`config.mk`:
```
export PLATFORM = sky130hd
export DESIGN_NAME = adder_accumulator
export DESIGN_NICKNAME = d
export VERILOG_FILES = /design/src/rtl/adder_accumulator.sv
export SDC_FILE = /design/constraint.sdc
export NUM_CORES = 1
export LEC_CHECK = 0
export CAP_MARGIN = 20
export CORE_ASPECT_RATIO = 0.9
export CORE_MARGIN = 2
export CORE_UTILIZATION = 30
export DETAILED_ROUTE_END_ITERATION = 10
export DONT_BUFFER_PORTS = 1
export GPL_TIMING_DRIVEN = 0
export SLEW_MARGIN = 5
export SYNTH_ARGS = -nofsm -noshare
export SYNTH_HDL_FRONTEND = slang
export SYNTH_SLANG_ARGS = --single-unit
```
`constraint.sdc`:
```
create_clock -name clk -period 6 [get_ports clk]
set_clock_uncertainty 0.2 [all_clocks]
set_input_delay 1.2 -clock clk [delete_from_list [all_inputs] [get_ports clk]]
set_output_delay 1.2 -clock clk [all_outputs]
set_load 0.05 [all_outputs]
```
`src/rtl/adder_accumulator.sv`:
```
// adder_accumulator: collects N_OPS unsigned operands over a valid/ready
// input handshake and sums them into an ACC_W-bit accumulator. The batch sum
// and a sticky carry-out flag are then offered on a valid/ready output
// handshake.
// Optional build macro: ADDER_ACC_SATURATE_EN. When it is defined, a carry
// out of the accumulator clamps acc to all ones for the rest of the batch.
// When it is undefined, the sum wraps modulo 2^ACC_W.
//
// state | meaning
// IDLE  | waiting for the first operand of a batch; acc/cnt/ovf are zero
// ACCUM | batch in progress; cnt operands have been summed so far
// DONE  | result presented on out_*; input is stalled until it is consumed
module adder_accumulator #(
    parameter int DATA_W = 4,
    parameter int ACC_W  = 6,
    parameter int N_OPS  = 4
) (
    input  logic              clk,
    input  logic              rst,
    input  logic              clr,
    input  logic              in_valid,
    output logic              in_ready,
    input  logic [DATA_W-1:0] in_data,
    output logic              out_valid,
    input  logic              out_ready,
    output logic [ACC_W-1:0]  out_sum,
    output logic              out_ovf
);

    localparam int CNT_W = $clog2(N_OPS + 1);
    localparam logic [CNT_W-1:0] CNT_LAST = CNT_W'(N_OPS);
    localparam logic [CNT_W-1:0] CNT_ONE  = CNT_W'(1);

    typedef enum logic [1:0] {
        IDLE  = 2'd0,
        ACCUM = 2'd1,
        DONE  = 2'd2
    } state_t;

    state_t           state;
    logic [ACC_W-1:0] acc;
    logic [CNT_W-1:0] cnt;
    logic             ovf;

    logic [ACC_W-1:0] acc_base;
    logic             ovf_base;
    logic [CNT_W-1:0] cnt_base;
    logic [ACC_W:0]   sum_ext;
    logic             carry;
    logic [ACC_W-1:0] acc_next;
    logic             ovf_next;
    logic [CNT_W-1:0] cnt_next;
    logic             beat_last;

    // Input is open whenever no result is waiting; depends on state only.
    assign in_ready = (state != DONE);

    // Next accumulator values for an accepted beat. IDLE uses a zero base, so
    // the first beat loads the operand and restarts ovf/cnt.
    always_comb begin
        acc_base  = (state == IDLE) ? '0   : acc;
        ovf_base  = (state == IDLE) ? 1'b0 : ovf;
        cnt_base  = (state == IDLE) ? '0   : cnt;
        sum_ext   = {1'b0, acc_base} + {{(ACC_W + 1 - DATA_W){1'b0}}, in_data};
        carry     = sum_ext[ACC_W];
        ovf_next  = ovf_base | carry;
`ifdef ADDER_ACC_SATURATE_EN
        acc_next  = ovf_next ? {ACC_W{1'b1}} : sum_ext[ACC_W-1:0];
`else
        acc_next  = sum_ext[ACC_W-1:0];
`endif
        cnt_next  = cnt_base + CNT_ONE;
        beat_last = (cnt_next == CNT_LAST);
    end

    // Batch sequencer. clr aborts the batch and wins over either handshake.
    always_ff @(posedge clk or posedge rst) begin
        if (rst) begin
            state     <= IDLE;
            acc       <= '0;
            cnt       <= '0;
            ovf       <= 1'b0;
            out_valid <= 1'b0;
            out_sum   <= '0;
            out_ovf   <= 1'b0;
        end else if (clr) begin
            state     <= IDLE;
            acc       <= '0;
            cnt       <= '0;
            ovf       <= 1'b0;
            out_valid <= 1'b0;
            out_sum   <= '0;
            out_ovf   <= 1'b0;
        end else begin
            case (state)
                IDLE, ACCUM: begin
                    if (in_valid) begin
                        acc <= acc_next;
                        ovf <= ovf_next;
                        cnt <= cnt_next;
                        if (beat_last) begin
                            state     <= DONE;
                            out_valid <= 1'b1;
                            out_sum   <= acc_next;
                            out_ovf   <= ovf_next;
                        end else begin
                            state <= ACCUM;
                        end
                    end
                end
                DONE: begin
                    if (out_ready) begin
                        state     <= IDLE;
                        acc       <= '0;
                        cnt       <= '0;
                        ovf       <= 1'b0;
                        out_valid <= 1'b0;
                        out_sum   <= '0;
                        out_ovf   <= 1'b0;
                    end
                end
                default: begin
                    state     <= IDLE;
                    acc       <= '0;
                    cnt       <= '0;
                    ovf       <= 1'b0;
                    out_valid <= 1'b0;
                    out_sum   <= '0;
                    out_ovf   <= 1'b0;
                end
            endcase
        end
    end

endmodule

```
==> reports/metrics.csv, run 1 <==
metric,value,unit
status,completed,
slew at the pin with the worst max-slew slack,0.7961,ns
initial core utilization,32.17,%
Die ar.,4207,µm²
Clk pwr share,36.3,%
final hold viol count,0,
share of the yosys chip area belonging to registers,45.05,%
Mapped Area,1111,µm²
vias per inst,5.321,
Num CTS Buffers,3,
IO Pins,18,
Mapped Nets,130,
RR Endpoint,out_sum[4],
count of cell types in the netlist,35,
pins over their slew limit,0,
worst min path class,flip-flop to flip-flop,
pre-CTS setup slack,2.969,ns
unrepaired setup endpoints after global routing,false,
Worst Setup Start Kind,flip-flop,
post-DP HPWL,1.853,mm
CTS root buffer,clkbuf_8,
largest net degree at the start of global routing,21,
drt first pass iters,4,
Pwr per Cell Area,237.6,nW/µm²
Die X,68.15,µm
ranking of synthesized cells by area,"dfrtp_1 45%, ha_1 6.8%, nand2_1 3.7%",
GRT Overall Usage,14.06,%
reg2reg path depth,10,
hold path start,acc[1],
H-tree lvl count,1,
Vias,862,
nets,135,
Seq pwr share,50.9,%
Synth Register Bits,20,
"area leader, netlist",dfrtp_1,
Leak,0.5574,nW
CTS Sinks,20,
switching share of power,26.37,%
Clock transition at path regs,0.08,ns
CTS tree,done,
# setup viols final,0,
Internal,0.2136,mW
post-synth top area share,45.05,%
clock buffer depth,2,
Post-CTS Setup Bufs,0,
Synth Instances,114,
DRT iter0 DRCs,59,
post-layout util,35.36,%
Worst Path Max Fanout,10,
total grt overflow,0,
"CP delay by family, top",compound AO/OA/AOI/OAI gates,
# fillers,354,
Resize count post-CTS,0,
vias in the first global route,887,
Tcrit/Tclk final,49.38,%
antenna-violating nets left,0,
Achievable Freq,337.5,MHz
TNS Setup,0,ns
ant diodes,0,
Reg2Reg Setup Slack,3.04,ns
final setup margin,3.037,ns
Crit-path slowest cell,fa_1,
yosys synthesis warning count,0,
worst flop-to-flop path startpoint,state[0],
Hold Path End,acc[1],
syn avg cell area,9.746,µm²
GP Congestion,0.7738,
hold depth,2,
layout cell share with drive strength beyond 1,9.322,%
CP arrival,2.92,ns
Comb pwr share,12.8,%
global-route wire length before repair,4.250,mm
die height,61.74,µm
WL/cell,15.77,µm
Worst VDD drop,0.1285,mV
Tmin final,2.963,ns
initial antenna violation count,0,
DRT Wirelength,2.555,mm
CORE AREA,3453,µm²
layout overhead on the synthesized area,9.910,%
WP data required,5.95,ns
Setup Crit Path Kind,flip-flop to flip-flop,
crit-path cells,"clkbuf_1, nor2_1, nor2b_1, ha_1, inv_1, fa_1, nand2b_1, a21oi_1, xnor2_1, a22o_1",
slowest cell delay on critical path,0.40,ns
CP Buf/Inv Count,2,
Rows,20,
Post-CTS Hold Fix Bufs,0,
CP Launch Point,state[0],
"Clk Latency, worst-skew pair",0.26,ns
IO buf count,0,
CP Capture Type,flip-flop,
number of max-cap violations,0,
Relative slew margins,46.87,%
DRC Markers,0,
Net Switching,0.07652,mW
[flip-flops by register name, indices dropped and copies added, names as in the netlist]
register	count
out_valid	1
acc	6
cnt	3
ovf	1
out_sum	6
out_ovf	1
state	2
[worst register-to-register path: stages, from the launching register on]
cell	delay, ns
dfrtp_1	0.35
clkbuf_1	0.36
nor2_1	0.23
nor2b_1	0.16
ha_1	0.17
inv_1	0.05
fa_1	0.40
nand2b_1	0.18
a21oi_1	0.40
xnor2_1	0.15
a22o_1	0.22
[layout make-up]
cell class	count	area (µm²)	share of cell area, %
Tap cell	44	55.05	4.508
Sequential cell	20	500.5	40.98
Inverter	7	26.28	2.152
Multi-Input combinational cell	82	561.8	46.00
Buffer	5	22.52	1.844
Clock buffer	4	55.05	4.508
[stage by stage]
| stage | hold WS, ns | std cells | instance area (µm²) | power, mW |
|---|---|---|---|---|
| final | 0.2803 | 162 | 1221 | 0.2902 |
| after global routing | 0.3063 | 162 | 1221 | 0.3034 |
| after CTS | 0.2844 | 162 | 1221 | 0.2920 |
| after detailed placement | 0.2673 | 158 | 1166 | 0.1878 |
| after global placement | 0.2554 | 158 | 1166 | 0.1863 |
| after floorplan | 0.2407 | 114 | 1111 | 0.1789 |
[worst max path at each step]
| stage | end | cells after the start |
|---|---|---|
| finish | out_sum[4] | 10 |
| global route | out_sum[4] | 10 |
| CTS | out_sum[4] | 10 |
| detailed placement | out_sum[4] | 7 |
| global placement | out_sum[4] | 7 |
| floorplan | out_sum[4] | 7 |
[cell usage in the layout (no fill, tap or decap)]
cell       Yosys  routed
a22oi_1        1       1
nand2b_1       2       2
dfrtp_1       20      20
o2bb2ai_1      4       4
or4_1          1       1
or2_2          1       1
nor2b_1        5       5
inv_1          7       7
a21oi_1        7       7
xor2_1         2       2
nand2_1       11      11
a22o_1         2       2
a32o_1         2       2
o211ai_1       1       1
nor2_1         8       8
o21ai_0        4       4
a31oi_1        3       3
clkbuf_8       0       4
xnor2_1        2       2
fa_1           1       1
and3_1         2       2
mux2_2         1       1
clkbuf_1       2       2
nand3_1        2       2
mux2_4         1       1
o21a_1         1       1
o21ai_1        1       1
nor3_1         1       1
or2_0          1       1
a41oi_1        1       1
o31ai_1        4       4
a31o_1         1       1
ha_1           6       6
nor2_2         1       1
buf_2          3       3
a21o_1         2       2
[power by group through the flow]
stage	clock network [mW]	registers [mW]	logic, mW
6_report	0.105	0.148	0.0371
5_1_grt	0.112	0.149	0.0422
4_1_cts	0.107	0.148	0.0373
3_5_place_dp	0	0.151	0.0372
3_3_place_gp	0	0.150	0.0360
2_1_floorplan	0	0.150	0.0294
[layer usage]
| metal | track usage, % | wire (µm) | up-vias |
|---|---|---|---|
| met5 | 0 | 0 | - |
| met3 | 4.865 | 227 | 2 |
| li1 | - | - | 412 |
| met4 | 3.429 | 15 | 0 |
| met1 | 18.25 | 1141 | 418 |
| met2 | 22.75 | 1171 | 30 |
[kinds of logic after synthesis]
group	count (synthesis)	synth area share, %
adder cells (fa/ha/maj)	7	8.558
XOR/XNOR	4	3.154
AND/OR/NAND/NOR	35	15.20
AO/OA/AOI/OAI	34	21.28
flip-flops	20	45.05
multiplexers	2	2.364
buffers and inverters	12	4.392
[synthesized netlist by cell type, drive strengths merged]
cell and n:
dfrtp 20, nand2 11, nor2 9, a21oi 7, inv 7, ha 6, nor2b 5, o21ai 5
o2bb2ai 4, o31ai 4, a31oi 3, buf 3, a21o 2, a22o 2, a32o 2, and3 2
clkbuf 2, mux2 2, nand2b 2, nand3 2, or2 2, xnor2 2, xor2 2, a22oi 1
a31o 1, a41oi 1, fa 1, nor3 1, o211ai 1, o21a 1, or4 1
Power figures use the tool's default switching activity.
==> run 2: changes to the inputs <==
clock period = 2.4 ns   (was 6 ns; I/O delays follow)
==> run 2 against run 1 <==
Against the previous run:
- core utilization grew 3.9 points
- worst setup slack worse by 2.9 ns
- power grew to 2.6 times the previous value
- count of clock-buffer cells in the layout unchanged
- sequential power increased to 2.5 times the previous value
- critical path type unchanged
- critical endpoint is now acc[5]
- largest power group unchanged
==> reports/metrics.csv, run 2 (synthesis results as in run 1) <==
metric,value,unit,change
drt first pass iters,4,,unchanged
CORE AREA,3453,µm²,unchanged
reg2reg path depth,9,,-1
WP data required,2.40,ns,-3.55 ns
initial antenna violation count,0,,unchanged
worst flop-to-flop path startpoint,state[1],,
antenna-violating nets left,0,,unchanged
layout cell share with drive strength beyond 1,24.00,%,+15 points
CP arrival,2.30,ns,-0.62 ns
# setup viols final,0,,unchanged
DRT iter0 DRCs,55,,-6.8%
Num CTS Buffers,3,,unchanged
layout overhead on the synthesized area,21.96,%,
switching share of power,26.69,%,+0.32 points
Clock transition at path regs,0.08,ns,about the same
CTS root buffer,clkbuf_8,,
Setup Crit Path Kind,flip-flop to flip-flop,,
post-DP HPWL,1.745,mm,-5.8%
pins over their slew limit,0,,unchanged
global-route wire length before repair,4.160,mm,-2.1%
Pwr per Cell Area,553.0,nW/µm²,+130%
Worst VDD drop,0.1963,mV,+53%
Clk pwr share,35.2,%,-1.1 points
Setup crit end,acc[5],,
GRT Overall Usage,13.68,%,-0.38 points
vias per inst,5.124,,-3.7%
ant diodes,0,,unchanged
worst min path class,primary input to async pin,,
Comb pwr share,15.0,%,+2.2 points
"Clk Latency, worst-skew pair",0.26,ns,about the same
Relative slew margins,48.53,%,+1.7 points
DRT Wirelength,2.534,mm,-0.82%
TNS Setup,0,ns,unchanged
Rows,20,,unchanged
crit-path cells,"buf_6, nor2_4, buf_12, nor2b_1, ha_1, and3_4, a22oi_2, or4_1, o21ai_1",,
final hold viol count,0,,unchanged
Seq pwr share,49.8,%,-1.1 points
Tcrit/Tclk final,95.94,%,+47 points
Net Switching,0.2000,mW,+160%
CP Buf/Inv Count,2,,unchanged
number of max-cap violations,0,,unchanged
CTS tree,done,,
slowest cell delay on critical path,0.41,ns,about the same
CTS Sinks,20,,unchanged
Leak,0.6144,nW,+10%
Worst Setup Start Kind,flip-flop,,
final setup margin,0.09736,ns,-2.940 ns
IO Pins,18,,unchanged
Multi-input gate area,613.1,µm²,+9.1%
Finished Cell Area,1355,µm²,+11%
Largest regs,"acc: 6 flops, out_sum: 6 flops, cnt: 3 flops",,
"commonest non-fill, non-tap cells in the layout","19 x dfrtp_1, 10 x nand2_1, 7 x inv_1, 7 x nor2_1, 7 x buf_4",,
CP Launch Point,state[1],,
Reg area,501.7,µm²,+0.25%
Internal,0.5494,mW,+160%
Die X,68.15,µm,unchanged
pre-CTS setup slack,-0.3572,ns,-3.327 ns
CP Capture Type,flip-flop,,
# fillers,350,,-1.1%
Achievable Freq,434.3,MHz,+29%
status,completed,,
"CP delay by family, top",simple AND/OR/NAND/NOR gates,,
Crit-path slowest cell,or4_1,,
Die ar.,4207,µm²,unchanged
initial core utilization,32.17,%,unchanged
Tmin final,2.303,ns,-0.6600 ns
die height,61.74,µm,unchanged
nets,142,,+5.2%
RR Endpoint,acc[5],,
vias in the first global route,891,,+0.45%
Hold Slack,0.03981,ns,-0.2405 ns
GP Congestion,0.7465,,-3.5%
clock buffer depth,2,,unchanged
"most common cell after layout, fill and taps aside",dfrtp_1,,
Reg2Reg Setup Slack,0.1,ns,-2.94 ns
Worst Path Max Fanout,7,,-3
post-layout util,39.24,%,+3.9 points
largest net degree at the start of global routing,21,,unchanged
WL/cell,14.99,µm,-4.9%
placed cell areas,1172,µm²,+0.54%
Critical Path Stages,9,,-1
H-tree lvl count,1,,unchanged
Vias,866,,+0.46%
DRC Markers,0,,unchanged
IO buf count,0,,unchanged
total grt overflow,0,,unchanged
slew at the pin with the worst max-slew slack,0.7712,ns,-0.02493 ns
==> run 2: changes by cell type in the layout (fill, tap and decap cells not counted), moves of 2 or more <==
cell and delta:
and3_1 -2, and3_4 +2, buf_2 -2, buf_4 +7, buf_6 +2
==> run 2: through the flow <==
| stage | total power, mW | instances |
|---|---|---|
| 3_5_place_dp | 0.4700 | 158 |
| 2_1_floorplan | 0.4489 | 114 |
| 3_3_place_gp | 0.4677 | 158 |
| 6_report | 0.7494 | 169 |
| 5_1_grt | 0.7846 | 169 |
| 4_1_cts | 0.7431 | 164 |
==> run 2: cell type report <==
| cell class | instances | area share, % |
|---|---|---|
| well taps | 44 | 4.063 |
| flip-flops and latches | 20 | 37.03 |
| multi-input cells | 82 | 45.24 |
| plain buffers | 4 | 2.308 |
| inverters | 7 | 1.939 |
| repair buffers | 8 | 5.355 |
| clock buffers | 4 | 4.063 |
==> run 2: how the worst min path moves through the flow <==
stage / depth (start not counted) / to / slack (ns)
2_1_floorplan: 1 / acc[0] / 0.24
3_3_place_gp: 2 / cnt[0] / 0.25
3_5_place_dp: 2 / cnt[0] / 0.26
4_1_cts: 1 / out_valid / 0.07
5_1_grt: 1 / state[1] / 0.07
6_report: 1 / acc[5] / 0.04
==> run 2: per-layer routing <==
layer | vias up | track usage, % | share of wire [%]
met3 | 2 | 4.505 | 5.1
met5 | - | 0 | 0
met4 | 0 | 3.714 | 0.63
met2 | 17 | 22.61 | 45
met1 | 416 | 17.37 | 49
li1 | 431 | - | -
==> run 2: power groups by stage <==
| stage | registers (mW) | clock network (mW) | logic, mW |
|---|---|---|---|
| finish | 0.373 | 0.264 | 0.112 |
| global route | 0.376 | 0.283 | 0.126 |
| CTS | 0.373 | 0.266 | 0.104 |
| detailed placement | 0.377 | 0 | 0.0933 |
| global placement | 0.376 | 0 | 0.0918 |
| floorplan | 0.374 | 0 | 0.0751 |
==> run 2: timing repair <==
| action | CTS | global route |
|---|---|---|
| hold endpoints to repair | 0 | 0 |
| resized for setup | 7 | 10 |
| buffers inserted | 3 | 5 |
| pin swaps | 2 | 5 |
| hold buffers | 0 | 0 |
| endpoints found under the setup margin | 12 | 10 |
==> run 3: changes to the inputs <==
SLEW_MARGIN = not set   (was 5)
==> results of run 3 <==
Final layout, timing and power as in run 2 (identical DEF).
